### config.mk
export PLATFORM = sky130hd
export DESIGN_NAME = axis_downsample
export DESIGN_NICKNAME = d
export VERILOG_FILES = /design/src/rtl/axis_downsample.sv
export SDC_FILE = /design/constraint.sdc
export NUM_CORES = 1
export LEC_CHECK = 0
export BUFFER_PORTS_ARGS = -buffer_cell sky130_fd_sc_hd__buf_2
export CAP_MARGIN = 25
export CELL_PAD_IN_SITES_DETAIL_PLACEMENT = 1
export CELL_PAD_IN_SITES_GLOBAL_PLACEMENT = 2
export CORE_MARGIN = 8
export CORE_UTILIZATION = 30
export DETAILED_ROUTE_END_ITERATION = 8
export GPL_ROUTABILITY_DRIVEN = 0
export PLACE_DENSITY_LB_ADDON = 0.1
export SLEW_MARGIN = 20
export SYNTH_ARGS = -nofsm -noshare
export SYNTH_HDL_FRONTEND = slang
export SYNTH_SLANG_ARGS = --single-unit
### constraint.sdc
create_clock -name i_clk -period 2.35 [get_ports i_clk]
set_input_delay 0.235 -clock i_clk [delete_from_list [all_inputs] [get_ports i_clk]]
set_output_delay 0.235 -clock i_clk [all_outputs]
set_load 0.05 [all_outputs]
### src/rtl/axis_downsample.sv
// axis_downsample: majority-vote decimator for an oversampled 1-bit AXI-Stream.
// Each group of OVS_FACTOR chips (or fewer, when closed by tlast) yields one bit.
module axis_downsample #(
    parameter int OVS_FACTOR = 4
) (
    input  logic i_clk,
    input  logic i_rst,
    input  logic s_axis_tdata,
    input  logic s_axis_tvalid,
    input  logic s_axis_tlast,
    output logic s_axis_tready,
    output logic m_axis_tdata,
    output logic m_axis_tvalid,
    output logic m_axis_tlast,
    input  logic m_axis_tready,
    output logic o_short_group
);

    localparam int CW = $clog2(OVS_FACTOR);
    localparam int OW = $clog2(OVS_FACTOR + 1);
    localparam int VW = OW + 2;
    localparam logic [CW-1:0] CNT_MAX = CW'(OVS_FACTOR - 1);

    logic [CW-1:0] cnt;
    logic [OW-1:0] ones;
    logic [OW-1:0] k;
    logic [VW-1:0] n_chips;
    logic [VW-1:0] k_twice;
    logic          out_data;
    logic          out_valid;
    logic          out_last;
    logic          short_q;
    logic          accept;
    logic          close;
    logic          short_close;
    logic          vote;

    // Single output register: input may advance whenever it is empty or draining.
    assign s_axis_tready = !out_valid || m_axis_tready;
    assign m_axis_tdata  = out_data;
    assign m_axis_tvalid = out_valid;
    assign m_axis_tlast  = out_last;
    assign o_short_group = short_q;

    // Group bookkeeping and the vote; a tie falls to the closing chip.
    always_comb begin
        accept      = s_axis_tvalid && s_axis_tready;
        k           = ones + OW'(s_axis_tdata);
        n_chips     = VW'(cnt) + VW'(1);
        k_twice     = VW'(k) << 1;
        close       = accept && ((cnt == CNT_MAX) || s_axis_tlast);
        short_close = close && (cnt != CNT_MAX);
        if (k_twice > n_chips) begin
            vote = 1'b1;
        end else if (k_twice < n_chips) begin
            vote = 1'b0;
        end else begin
            vote = s_axis_tdata;
        end
    end

    // Chip and ones counters; they hold while no chip is accepted.
    always_ff @(posedge i_clk or posedge i_rst) begin
        if (i_rst) begin
            cnt  <= '0;
            ones <= '0;
        end else if (close) begin
            cnt  <= '0;
            ones <= '0;
        end else if (accept) begin
            cnt  <= cnt + CW'(1);
            ones <= k;
        end
    end

    // Output register: reload on group close, otherwise clear on handshake.
    always_ff @(posedge i_clk or posedge i_rst) begin
        if (i_rst) begin
            out_data  <= 1'b0;
            out_valid <= 1'b0;
            out_last  <= 1'b0;
        end else if (close) begin
            out_data  <= vote;
            out_valid <= 1'b1;
            out_last  <= s_axis_tlast;
        end else if (out_valid && m_axis_tready) begin
            out_valid <= 1'b0;
        end
    end

    // One-cycle flag for a group cut short by tlast.
    always_ff @(posedge i_clk or posedge i_rst) begin
        if (i_rst) begin
            short_q <= 1'b0;
        end else begin
            short_q <= short_close;
        end
    end

endmodule

== Word level (Yosys, flattened, before mapping) ==
Index checks and enable logic that the tools add are counted.

* Add/sub/neg operators: 3
* Order comparisons: 2
* Equality and inequality tests: 2
* Multiplexer cells: 8
* Reductions and logical operators: 9

{| class="wikitable"
|+ Operators by type and width
! kind !! number
|-
| 3-bit two-way mux || 2
|-
| 4-bit by 3-bit greater-than comparator with 1-bit output || 1
|-
| 1-bit logical AND || 4
|-
| 4-bit by 3-bit < comparator with 1-bit output || 1
|-
| 1-bit two-way mux || 4
|-
| 2-bit two-way mux || 2
|-
| 2-bit nonzero test || 2
|-
| 2-bit by 1-bit adder with 3-bit output, second input constant || 1
|-
| 3-bit by 1-bit adder with 3-bit output || 1
|-
| 2-bit by 1-bit adder with 2-bit output, second input constant || 1
|-
| 2-bit equality test, second input constant || 1
|-
| 1-bit logical OR || 2
|-
| 2-bit != test, second input constant || 1
|-
| 1-bit logical NOT || 1
|}

* Flip-flop bits (word level): 9
* Input bits: 6
* Output and inout bits: 5
* Word-level logic and storage cells: 30

== Longest topological paths before layout ==
* Depth after elaboration: 5
* Depth in mapped cells: 7
* Mapped depth without buffers: 7

== Worst setup path before layout ==
Ideal clock, no wire load.

* Path type: reg-to-reg
* Start point: register out_valid, in the netlist m_axis_tvalid
* End point: register out_data, in the netlist m_axis_tdata
* Setup time: 0.125 ns
* Arrival time: 1.605 ns
* Data required time: 2.225 ns
* Slack: 0.620 ns
* Stages on the path, launching flop included: 6
* Path buffers: 1
* Clock period less this slack: 1.730 ns
* Cell sequence: dfrtp_1 > nand2b_4 > and2_1 > buf_2 > o21ai_2 > mux2_4

* Word-level cells in the longest chain between the ends: 4

{| class="wikitable"
|+ RTL lines
! element !! RTL line !! text
|-
| from (decl) || 30 || <nowiki>logic out_valid;</nowiki>
|-
| from (signal assigned) || 80 || <nowiki>out_valid <= 1'b0;</nowiki>
|-
| from (signal assigned) || 84 || <nowiki>out_valid <= 1'b1;</nowiki>
|-
| from (signal assigned) || 87 || <nowiki>out_valid <= 1'b0;</nowiki>
|-
| 1-bit logical NOT || 39 || <nowiki>assign s_axis_tready = !out_valid || m_axis_tready;</nowiki>
|-
| 1-bit logical OR || 39 ||
|-
| net s_axis_tready || 11 || <nowiki>output logic s_axis_tready,</nowiki>
|-
| 1-bit logical AND || 47 || <nowiki>accept = s_axis_tvalid && s_axis_tready;</nowiki>
|-
| 1-bit logical AND || 51 || <nowiki>close = accept && ((cnt == CNT_MAX) || s_axis_tlast);</nowiki>
|-
| to (signal assigned) || 83 || <nowiki>out_data <= vote;</nowiki>
|-
| to (decl) || 29 || <nowiki>logic out_data;</nowiki>
|}

The timed path passes the listed nets, and every way through them passes these cells.
A chain may end at the register's enable or synchronous reset.

== Worst setup path in the final report ==
* Start point: register ones[0]
* End point: register out_data, in the netlist m_axis_tdata

* Word-level cells in the longest chain between the ends: 4
* Elaborated cells between the ends (all ways): 5
* Those cells by class: add/sub: 1; order compare: 2; mux: 2

{| class="wikitable"
|+ RTL lines
! element !! RTL line !! text
|-
| from (decl) || 25 || <nowiki>logic [OW-1:0] ones;</nowiki>
|-
| from (signal assigned) || 72 || <nowiki>ones <= k;</nowiki>
|-
| 3-bit by 1-bit adder with 3-bit output (*) || 48 || <nowiki>k = ones + OW'(s_axis_tdata);</nowiki>
|-
| 4-bit by 3-bit < comparator with 1-bit output || 55 || <nowiki>end else if (k_twice < n_chips) begin</nowiki>
|-
| 1-bit two-way mux || 55 ||
|-
| 1-bit two-way mux (*) || 53 || <nowiki>if (k_twice > n_chips) begin</nowiki>
|}

Mark *: on every way between the ends. The rest lies on a longest branch, timed or not.

==> run_results.csv <==
group,metric,value,unit
outcome,status,"completed",
cells_and_area,final_layout_size_suffix_gt1_frac,0.258,
timing,tightest_slew,0.350,ns
cts,clockBufferDepth,2,
global_routing,grt_first_pass_wirelength,2070,um
cts,cts.sinks,9,
drt,wl_per_cell,14.3,um
cts,ctsHoldBuffers,1,
floorplan,placeableCoreArea,1490,sq um
timing,hold_violations,0,
place,hpwlAfterDp,925,um
drt,wirelength,1120,um
floorplan,io_pins,11,
drt,drc_errors,0,
cts,cts_tree,"yes",
global_routing,grt_use_total,0.0837,
critical_path,setup.worst_path.end_class,"flip-flop",
cells_and_area,antennaDiodeCount,0,
place,portBuffers,10,
cts,root_buffer,"clkbuf_4",
drt,drt-initial-drc-count,4,
timing,skew,0.00318,ns
synth,yosysSeqAreaShare,0.474,
critical_path,crit_path_max_fanout,2,
drt,antenna_left,0,
critical_path,crit_required,2.49,ns
global_routing,grt_pass1_vias,469,
cells_and_area,area_growth,21.3,%
cts,path_clk_slew,0.06,ns
timing,period_minus_slack,1.85,ns
floorplan,die_y,55.8,um
critical_path,critical_path_class,"flip-flop to flip-flop",
floorplan,start_util,0.319,
cts,cts_made_buffers,3,
drt,avgViaCountPerCell,5.04,
place,pre_cts_ws,0.522,ns
synth,yosysUniqueCellTypes,20,
min_path,hp-class,"input port to flip-flop",
timing,max_freq,541,MHz
floorplan,die_area,3110,sq um
timing,setup_slack,0.502,ns
cells_and_area,final_nets,73,
cts,cts_setup_buffers,0,
pwr,power.leakage,0.000307,uW
timing,max_slew_margin,0.766,
critical_path,worst_setup_path_start_kind,"flip-flop",
synth,synth_cells,48,
critical_path,rr_worst_depth,7,
pwr,peakVddDrop,0.335,mV
global_routing,overflow,0,
flow_run,maxCapViolations,0,
drt,num_vias,393,
drt,first_pass_iters,3,
timing,slew_violations,0,
timing,tns,0,ns
cts,htree_num_levels,1,
synth,synth.cell_area,475,sq um
timing,timing.final.crit_share,0.786,
cts,cts_resized,0,
global_routing,grt_max_degree,10,
cts,clk_latency,0.26,ns
floorplan,die_x,55.8,um
synth,synth_seq_cells,9,
timing,rsz0062_at_grt,"false",
pwr,power.density,920,nW/um^2
critical_path,worst_ep_arrival_time,1.99,ns
global_routing,antenna_found_initial,0,
synth,syn_nets,58,
synth,avgSynthCellArea,9.91,sq um
critical_path,r2r_slack,0.50,ns
min_path,hold_depth,3,
timing,setup-violations-final,0,
synth,ys_warn_count,0,
floorplan,rows,14,
-- flip-flops by register name, summed over array words and instances, names as in the netlist --
signal,flops
o_short_group,1
ones,3
m_axis_tdata,1
cnt,2
m_axis_tvalid,1
m_axis_tlast,1
-- Yosys cell counts --
library cell  number  share of area
mux2_1             1          0.024
ha_1               4           0.11
and2_1             1          0.013
a21oi_1            1          0.011
inv_1              2          0.016
a22o_1             1          0.018
and3_1             1          0.013
xor2_1             1          0.018
o21ai_1            1          0.011
nand2b_4           1          0.029
nor3_1             2          0.021
dfrtp_1            9           0.47
o21ai_2            1          0.018
nand3_1            4          0.042
buf_2              1          0.011
nand2_1           11          0.087
o21ai_0            3          0.032
xnor2_1            1          0.018
nor2_1             1         0.0079
mux2_4             1          0.032
-- through the flow --
| stage | util | power, uW | instance area [sq um] | hold slack [ns] | cells |
|---|---|---|---|---|---|
| after detailed placement | 0.363 | 416 | 541 | 0.223 | 73 |
| after global placement | 0.363 | 407 | 541 | 0.207 | 73 |
| after CTS | 0.387 | 541 | 577 | 0.255 | 78 |
| final | 0.387 | 530 | 577 | 0.258 | 78 |
| after global routing | 0.387 | 577 | 577 | 0.266 | 78 |
| after floorplan | - | 365 | 475 | 0.0629 | 48 |
-- logic make-up (layout without fill, tap and decap cells) --
kind of cell,Yosys count,after routing,synth area share
simple gates,21,21,0.213
flops,9,9,0.474
compound gates,7,7,0.0895
fa+ha+maj,4,4,0.105
buf+inv,3,17,0.0263
xor+xnor,2,2,0.0368
mux,2,2,0.0553
-- layer usage --
layer / share of wire / vias to the layer above / track usage
met5: 0 / - / 0
met4: 0 / 0 / 0.0515
met3: 0.063 / 0 / 0.0297
met2: 0.50 / 7 / 0.149
met1: 0.44 / 192 / 0.0797
li1: - / 194 / -
-- layout make-up --
| class | count | area, sq um |
|---|---|---|
| Clock buffer | 4 | 26.3 |
| Fill cell | 183 | 912 |
| Multi-Input combinational cell | 36 | 238 |
| Timing Repair Buffer | 11 | 60.1 |
| Sequential cell | 9 | 225 |
| Tap cell | 16 | 20.0 |
| Inverter | 2 | 7.51 |
-- critical path, cell delays in order (launching register included) --
cell and delay (ns):
dfrtp_1 0.39, ha_1 0.18, ha_1 0.30, ha_1 0.30, nand2_1 0.06, nor3_1 0.17
o21ai_1 0.08, mux2_4 0.26
-- final timing paths --
path                                                   to           startpoint
worst max-delay path             m_axis_tdata$_DFFE_PP0N_  ones[0]$_DFFE_PP0P_
worst min-delay path            m_axis_tvalid$_DFFE_PP0P_        m_axis_tready
worst max register to register   m_axis_tdata$_DFFE_PP0N_  ones[0]$_DFFE_PP0P_
worst min register to register        ones[0]$_DFFE_PP0P_  ones[0]$_DFFE_PP0P_
max in group asynchronous        m_axis_tlast$_DFFE_PP0N_                i_rst
min in group asynchronous       m_axis_tvalid$_DFFE_PP0P_                i_rst
-- layout by cell type (no fill, tap or decap), types with 2 or more instances in the layout --
cell and instances:
buf_2 10, clkbuf_4 3, dfrtp_1 9, ha_1 4, inv_1 2, nand2_1 11
nand3_1 4, nor3_1 2, o21ai_0 3
-- where the power goes --
part / switching (uW) / internal, uW
clock: 53.8 / 65.4
sequential: 22.0 / 185
combinational: 131 / 73.7
No activity file was read; power rests on OpenSTA's default activity.
